**src/rtl/camera_pkg.sv**
```systemverilog
// Shared definitions for the camera edge-tracking blocks: FSM encoding,
// column width, the "no edge" code and a saturating increment.
package camera_pkg;

    localparam int COL_W = 8;
    localparam logic [COL_W-1:0] NO_EDGE = 8'hFF;

    typedef enum logic [2:0] {
        WAIT_FRAME = 3'd0,
        WAIT_LINE  = 3'd1,
        IN_LINE    = 3'd2,
        FLUSH      = 3'd3,
        REPORT     = 3'd4
    } state_t;

    function automatic logic [COL_W-1:0] sat_inc(input logic [COL_W-1:0] v);
        return (v == '1) ? v : v + COL_W'(1);
    endfunction

endpackage

```
**src/rtl/edge_run_detect.sv**
```systemverilog
// Column qualifier and edge-run detector: counts pixel strobes, maps them to
// effective columns and records first/last run start and run count of a line.
module edge_run_detect
    import camera_pkg::*;
#(
    parameter int LINE_WIDTH = 176,
    parameter int PIPE_DELAY = 6
) (
    input  logic             clk_i,
    input  logic             rst_i,
    input  logic             clear_i,
    input  logic             strobe_i,
    input  logic             edge_i,
    output logic [COL_W-1:0] first_col_o,
    output logic [COL_W-1:0] last_col_o,
    output logic [COL_W-1:0] edge_count_o
);

    localparam logic [COL_W-1:0] DELAY_C = COL_W'(PIPE_DELAY);

    logic [COL_W-1:0] raw_col_q, raw_col_d;
    logic [COL_W-1:0] first_q, first_d;
    logic [COL_W-1:0] last_q, last_d;
    logic [COL_W-1:0] count_q, count_d;
    logic             prev_q, prev_d;
    logic [COL_W-1:0] eff_col;
    logic             qualified;
    logic             run_start;

    // The edge flag for a pixel lags its strobe by PIPE_DELAY, so the window of
    // trusted flags spans raw strobes PIPE_DELAY .. LINE_WIDTH-1.
    always_comb begin
        eff_col   = raw_col_q - DELAY_C;
        qualified = strobe_i
                    && (int'(raw_col_q) >= PIPE_DELAY)
                    && (int'(raw_col_q) < LINE_WIDTH);
        run_start = qualified && edge_i && !prev_q;
    end

    always_comb begin
        raw_col_d = raw_col_q;
        first_d   = first_q;
        last_d    = last_q;
        count_d   = count_q;
        prev_d    = prev_q;
        if (clear_i) begin
            raw_col_d = '0;
            first_d   = NO_EDGE;
            last_d    = NO_EDGE;
            count_d   = '0;
            prev_d    = 1'b0;
        end else begin
            if (strobe_i) begin
                raw_col_d = sat_inc(raw_col_q);
            end
            if (qualified) begin
                prev_d = edge_i;
            end
            if (run_start) begin
                if (count_q == '0) begin
                    first_d = eff_col;
                end
                last_d  = eff_col;
                count_d = sat_inc(count_q);
            end
        end
    end

    always_ff @(posedge clk_i or posedge rst_i) begin
        if (rst_i) begin
            raw_col_q <= '0;
            first_q   <= NO_EDGE;
            last_q    <= NO_EDGE;
            count_q   <= '0;
            prev_q    <= 1'b0;
        end else begin
            raw_col_q <= raw_col_d;
            first_q   <= first_d;
            last_q    <= last_d;
            count_q   <= count_d;
            prev_q    <= prev_d;
        end
    end

    // Next-state view so the final strobe of a line is included when reporting.
    assign first_col_o  = first_d;
    assign last_col_o   = last_d;
    assign edge_count_o = count_d;

endmodule

```
**src/rtl/edge_line_tracker.sv**
```systemverilog
// Per-line edge tracker: frame/line FSM around edge_run_detect, publishing
// first/last run column, run count and line index once per camera line.
module edge_line_tracker
    import camera_pkg::*;
#(
    parameter int LINE_WIDTH = 176,
    parameter int PIPE_DELAY = 6
) (
    input  logic       CLK,
    input  logic       RESET,
    input  logic       PIXEL_VALID,
    input  logic       HREF,
    input  logic       VSYNC,
    input  logic       EDGE,
    output logic       LINE_VALID,
    output logic [7:0] FIRST_COL,
    output logic [7:0] LAST_COL,
    output logic [7:0] EDGE_COUNT,
    output logic [7:0] LINE_NUM
);

    state_t           state_q, state_d;
    logic [COL_W-1:0] flush_cnt_q, flush_cnt_d;
    logic [COL_W-1:0] line_idx_q, line_idx_d;
    logic             line_valid_q, line_valid_d;
    logic [COL_W-1:0] first_q, first_d;
    logic [COL_W-1:0] last_q, last_d;
    logic [COL_W-1:0] count_q, count_d;
    logic [COL_W-1:0] line_num_q, line_num_d;

    logic             run_active;
    logic             flush_done;
    logic             report_go;
    logic             abort;
    logic [COL_W-1:0] det_first;
    logic [COL_W-1:0] det_last;
    logic [COL_W-1:0] det_count;

    assign run_active = (state_q == IN_LINE) || (state_q == FLUSH);
    assign flush_done = (PIPE_DELAY == 0)
                        || (PIXEL_VALID && (int'(flush_cnt_q) == PIPE_DELAY - 1));
    assign abort      = VSYNC && (state_q != WAIT_FRAME);
    // A VSYNC on the closing strobe kills the report before it is published.
    assign report_go  = (state_q == FLUSH) && flush_done && !VSYNC;

    edge_run_detect #(
        .LINE_WIDTH (LINE_WIDTH),
        .PIPE_DELAY (PIPE_DELAY)
    ) u_detect (
        .clk_i        (CLK),
        .rst_i        (RESET),
        .clear_i      (!run_active),
        .strobe_i     (PIXEL_VALID && run_active),
        .edge_i       (EDGE),
        .first_col_o  (det_first),
        .last_col_o   (det_last),
        .edge_count_o (det_count)
    );

    always_comb begin
        state_d      = state_q;
        flush_cnt_d  = flush_cnt_q;
        line_idx_d   = line_idx_q;
        line_valid_d = 1'b0;
        first_d      = first_q;
        last_d       = last_q;
        count_d      = count_q;
        line_num_d   = line_num_q;

        case (state_q)
            WAIT_FRAME: begin
                line_idx_d = '0;
                if (!VSYNC) begin
                    state_d = WAIT_LINE;
                end
            end
            WAIT_LINE: begin
                flush_cnt_d = '0;
                if (HREF) begin
                    state_d = IN_LINE;
                end
            end
            IN_LINE: begin
                if (!HREF) begin
                    state_d = FLUSH;
                end
            end
            FLUSH: begin
                if (flush_done) begin
                    state_d = REPORT;
                end else if (PIXEL_VALID) begin
                    flush_cnt_d = flush_cnt_q + COL_W'(1);
                end
            end
            REPORT: begin
                line_idx_d = sat_inc(line_idx_q);
                state_d    = WAIT_LINE;
            end
            default: begin
                state_d = WAIT_FRAME;
            end
        endcase

        // Outputs are loaded on entry to REPORT so the pulse and data align.
        if (report_go) begin
            line_valid_d = 1'b1;
            first_d      = det_first;
            last_d       = det_last;
            count_d      = det_count;
            line_num_d   = line_idx_q;
        end

        if (abort) begin
            state_d = WAIT_FRAME;
        end
    end

    always_ff @(posedge CLK or posedge RESET) begin
        if (RESET) begin
            state_q      <= WAIT_FRAME;
            flush_cnt_q  <= '0;
            line_idx_q   <= '0;
            line_valid_q <= 1'b0;
            first_q      <= NO_EDGE;
            last_q       <= NO_EDGE;
            count_q      <= '0;
            line_num_q   <= '0;
        end else begin
            state_q      <= state_d;
            flush_cnt_q  <= flush_cnt_d;
            line_idx_q   <= line_idx_d;
            line_valid_q <= line_valid_d;
            first_q      <= first_d;
            last_q       <= last_d;
            count_q      <= count_d;
            line_num_q   <= line_num_d;
        end
    end

    assign LINE_VALID = line_valid_q;
    assign FIRST_COL  = first_q;
    assign LAST_COL   = last_q;
    assign EDGE_COUNT = count_q;
    assign LINE_NUM   = line_num_q;

endmodule

```
**config.mk**
```make
export PLATFORM = sky130hd
export DESIGN_NAME = edge_line_tracker
export DESIGN_NICKNAME = d
export VERILOG_FILES = /design/src/rtl/camera_pkg.sv /design/src/rtl/edge_run_detect.sv /design/src/rtl/edge_line_tracker.sv
export SDC_FILE = /design/constraint.sdc
export NUM_CORES = 1
export LEC_CHECK = 0
export CAP_MARGIN = 20
export CORE_UTILIZATION = 35
export CTS_BUF_LIST = sky130_fd_sc_hd__clkbuf_2
export DETAILED_ROUTE_END_ITERATION = 8
export GPL_TIMING_DRIVEN = 0
export PLACE_DENSITY = 0.53
export SETUP_SLACK_MARGIN = 0.3
export SYNTH_ARGS = -nofsm -noshare
export SYNTH_HDL_FRONTEND = slang
export SYNTH_SLANG_ARGS = --single-unit
```
**constraint.sdc**
```tcl
create_clock -name CLK -period 3 [get_ports CLK]
set_input_delay 0.6 -clock CLK [delete_from_list [all_inputs] [get_ports CLK]]
set_output_delay 0.6 -clock CLK [all_outputs]
set_load 0.05 [all_outputs]
```
* After elaboration in Yosys (flattened, before gate mapping)
Index checks and enable logic that the tools add are counted.
** Word-level totals
- Flip-flop bits (word level) :: 85
- Input port bits :: 6
- Word-level logic and storage cells :: 84
** Operators by class
- $add $sub $neg :: 5
- Order comparisons :: 2
- Equality and inequality tests :: 18
- Mux-type cells :: 25
- Reductions and logical operators :: 21
** Operators with widths (number)
- 8-bit two-way mux :: 14
- 8-bit by 1-bit adder with 8-bit output (second input constant) :: 4
- 8-bit case mux with 2 select lines :: 2
- 8-bit equality test (second input constant) :: 3
- 3-bit two-way mux :: 5
- 3-bit case mux with 5 select lines :: 1
- 3-bit inequality test (second input constant) :: 4
- 1-bit logical AND :: 9
- 8-bit by 4-bit equality test with 1-bit output (second input constant) :: 1
- 8-bit by 3-bit >= comparator with 1-bit output (second input constant) :: 1
- 8-bit zero test :: 1
- 8-bit < comparator (second input constant) :: 1
- 2-bit inequality test (second input constant) :: 4
- 8-bit by 3-bit subtractor with 8-bit output (second input constant) :: 1
- 3-bit by 2-bit equality test with 1-bit output (second input constant) :: 2
- 2-bit by 1-bit inequality test with 1-bit output (second input constant) :: 2
- 2-bit AND reduction :: 2
- 4-bit AND reduction :: 1
- 2-bit nonzero test :: 2
- 3-bit by 1-bit equality test with 1-bit output (second input constant) :: 1
- 3-bit equality test (second input constant) :: 1
- 3-bit zero test :: 1
- 1-bit two-way mux :: 3
- 3-bit AND reduction :: 1
- other kinds (3) :: 4

* Longest topological paths before layout
- Depth in word-level cells :: 9
- Gate-level depth with buffers :: 10

* By module
Synthesis repeated with hierarchy kept, for this count alone.
** Second synthesis, totals
- Cell total of the unflattened synthesis :: 385
- Area, all modules :: 4165.2 µm²
** By module, submodules not included
- edge_line_tracker :: times used 1, cells each 195, area an instance 2361.0 µm², sequential area each 1321.3 µm²
- edge_run_detect :: times used 1, cells each 190, area an instance 1804.2 µm², sequential area each 845.8 µm²

* Worst setup path after synthesis
Ideal clock, no wire load.
- Path type :: register -> register
- Start :: reg u_detect.raw_col_q[3]
- End :: reg count_q[2] (netlist: EDGE_COUNT[2])
- Arrival :: 1.942 ns
- Path slack :: 0.926 ns
- Cell stages (with the launch flop) :: 7
- Path buffers :: 1
- Period minus slack after synthesis :: 2.074 ns
- Cell sequence :: dfrtp_1 > buf_6 > or4_4 > or4_1 > and4_1 > xnor2_2 > o21ai_1
** Between the ends
- Word-level cells in the longest chain between the ends :: 7
- Elaborated cells on any way between the ends :: 8
- Classes of those cells :: order compare (2); mux (2); reduce/logical (4)
** Ends and longest elaborated chain
- from (decl) :: line edge_run_detect.sv:21 : logic [COL_W-1:0] raw_col_q, raw_col_d;
- from (signal assigned) :: line edge_run_detect.sv:77 : raw_col_q <= raw_col_d;
- 8-bit by 3-bit >= comparator with 1-bit output :: line edge_run_detect.sv:35 : && (int'(raw_col_q) >= PIPE_DELAY)
- 1-bit logical AND :: line edge_run_detect.sv:35
- 1-bit logical AND (*) :: line edge_run_detect.sv:36 : && (int'(raw_col_q) < LINE_WIDTH);
- 1-bit logical AND (*) (2 in series) :: line edge_run_detect.sv:37 : run_start = qualified && edge_i && !prev_q;
- 8-bit two-way mux (*) :: line edge_run_detect.sv:59 : if (run_start) begin
- 8-bit two-way mux (*) :: line edge_run_detect.sv:46 : if (clear_i) begin
- to (signal assigned) :: line edge_line_tracker.sv:135 : count_q <= count_d;
- to (decl) :: line edge_line_tracker.sv:28 : logic [COL_W-1:0] count_q, count_d;
Mark *: on every way between the ends. The rest lies on a longest branch, timed or not.
A chain may end at the register's enable or synchronous reset.

* Worst setup path in the final report
- Start :: reg first_q[4] (netlist: FIRST_COL[4])
- End :: out FIRST_COL[4]
** RTL lines
- from (decl) :: line edge_line_tracker.sv:26 : logic [COL_W-1:0] first_q, first_d;
- from (signal assigned) :: line edge_line_tracker.sv:133 : first_q <= first_d;
- to (decl) :: line edge_line_tracker.sv:16 : output logic [7:0] FIRST_COL,
No word-level cell between the ends.

==> impl_metrics.toml <==
[pwr]
p_leak_nw = 1.97
p_per_area_mw_per_mm2 = 403
worst_ir_drop_vdd_mv = 0.272
power_mw = 1.92

[clock_network]
clk_root_buffer_cell = "clkbuf_2"
cts_buffer_depth = 2
ctsResizeCount = 0
cts_max_level = 3
clock_latency_ns = 0.54
numCtsBuffers = 9
cts.clk_slew.worst_paths_ns = 0.23
cts_hold_buffers = 0
cts_setup_buffers = 0
cts.sinks = 85
cts_tree = "done"

[synthesis]
ys_ff_latch = 85
syn_area_per_cell_sq_um = 9.88
synth_common_cells = "74 x nand2_1, 53 x dfrtp_1, 38 x nor2_1"
syn_nets = 421
synth_ff_type = "dfrtp_1"
yosysSeqAreaShare_pct = 53.7
yosysMostFrequentCell = "nand2_1"
ys_top_cells_by_area = "dfrtp_1 33%, dfstp_2 21%, nand2_1 6.9%, mux2i_1 4.0%, nor2_1 3.5%"
synthesis.area_sq_mm = 0.00403
yosys_warnings = 0
async_flop_share_pct = 100
yosysTopAreaCellShare_pct = 32.9
synthDistinctLibCells = 50
syn_inst = 408
synth-edff-count = 0
synth_top_cell_by_area = "dfrtp_1"

[run]
drv_cap = 0

[timing]
tightest_slew_ns = 0.686
fmax_mhz = 398
setup_viol = 0
slew_violations = 0
rsz0062_at_grt = "no"
min_period_over_period_pct = 83.8
hold_violations = 0
fin_worst_skew_ns = 0.0250
period_needed_ns = 2.51
maxSlewHeadroom_pct = 54.1
finalSetupTns_ns = 0

[cells_and_area]
finalNonFillerCells = 604
finalCoreUtilization_pct = 43.2
num_antenna_cells = 0
fin_nets = 472
fillCellCount = 1117
syn_to_final_growth_pct = 18.2
drive_above_1_share_pct = 14.0

[global_routing]
grt_use_total_pct = 16.6
grt_antenna_before_repair = 0
grt_max_degree = 41
grt_pass1_vias = 3088
overflow = 0
grt_pass1_wl_um = 15100

[placed_design]
dpl.cell_count = 588
dp_hpwl_um = 6240
gp_congestion = 0.808
port_buffers = 38

[setup_path]
cp_max_fo = 2
start_kind = "flip-flop"
cp_top_family = "buffers and inverters"
crit_required_ns = 2.40
crit_buf_inv = 1
slowest_delay_ns = 0.79
path_class = "reg2out"
slowest_stage = "clkdlybuf4s50_1"
worstPathCellList = "clkdlybuf4s50_1"
cp.arrival_ns = 1.91
critPathCaptureType = "output port"

[route]
wl_um = 8660
drc = 0
vias = 3069
drt-pass1-iter-count = 4
via_per_inst = 5.08
routedWlPerCell_um = 14.3
dr.first_iter.drc_count = 132
drtAntennaViolNets = 0

[floorplanning]
initial_core_util_pct = 36.6
fp.dieW_um = 109
io_pins = 39
die_height_um = 109
num_rows = 38
core_area_sq_mm = 0.0110
dieArea_sq_mm = 0.0120

[run_status]
status = "complete, no violations"

[hold_path]
hp-class = "in2async"
power breakdown:
part | leakage, nW | internal (mW) | switching [mW]
registers | 1.07 | 1.16 | 0.00830
clock network | 0.0808 | 0.272 | 0.381
logic | 0.816 | 0.0332 | 0.0720
total | 1.97 | 1.46 | 0.461
cell usage in the layout (no fill, tap or decap), types with 12 or more instances in the layout:
cell,instances
dfstp_2,32
nand2_1,74
o21ai_1,17
a21oi_1,13
mux2i_1,16
dfrtp_1,53
nand3_1,12
nor2_1,38
clkdlybuf4s50_1,38
cell families (layout without fill, tap and decap cells):
kind of cell    Yosys count  in the layout  share of synthesized area (%)
flops                    85             85                           53.7
buf+inv                  31             87                           3.44
compound gates           69             69                           10.5
fa+ha+maj                 7              7                           2.17
xor+xnor                 15             15                           3.44
simple gates            185            185                           22.7
mux                      16             16                           3.97
path summary, 6_finish.rpt:
| check | depth (start not counted) | start | to | slack [ns] |
|---|---|---|---|---|
| worst max-delay path | 1 | FIRST_COL[4]$_DFFE_PP1P_ | FIRST_COL[4] | 0.49 |
| worst min-delay path | 2 | RESET | u_detect.raw_col_q[3]$_DFFE_PP0P_ | 0.42 |
| worst max register to register | 8 | state_q[2]$_DFFE_PP0P_ | FIRST_COL[7]$_DFFE_PP1P_ | 0.58 |
| worst min register to register | 2 | FIRST_COL[5]$_DFFE_PP1P_ | FIRST_COL[5]$_DFFE_PP1P_ | 0.48 |
| max in group asynchronous | 3 | RESET | line_idx_q[3]$_DFFE_PP0P_ | 1.98 |
| min in group CLK | 2 | FIRST_COL[5]$_DFFE_PP1P_ | FIRST_COL[5]$_DFFE_PP1P_ | 0.48 |
final cells by class:
type	count	area, sq um	share of cell area (%)
Buffer	19	93.8	1.97
Clock buffer	10	50.0	1.05
Clock inverter	6	77.6	1.63
Inverter	12	48.8	1.02
Multi-Input combinational cell	292	1730	36.2
Sequential cell	85	2170	45.5
Tap cell	140	175	3.67
Timing Repair Buffer	40	428	8.98
layer usage:
metal | track usage (%) | routed length (um)
met1 | 21.3 | 4110
met2 | 27.3 | 4150
met3 | 4.09 | 297
met4 | 6.00 | 101
met5 | 0 | 0
metrics by stage:
stage	hold WS [ns]	cell area (sq um)	setup WS [ns]
floorplan	0.484	4040	0.926
global placement	0.454	4590	0.0819
detailed placement	0.456	4640	0.0561
CTS	0.400	4770	0.433
global route	0.387	4770	0.341
finish	0.422	4770	0.486
No activity file was read; power rests on OpenSTA's default activity.
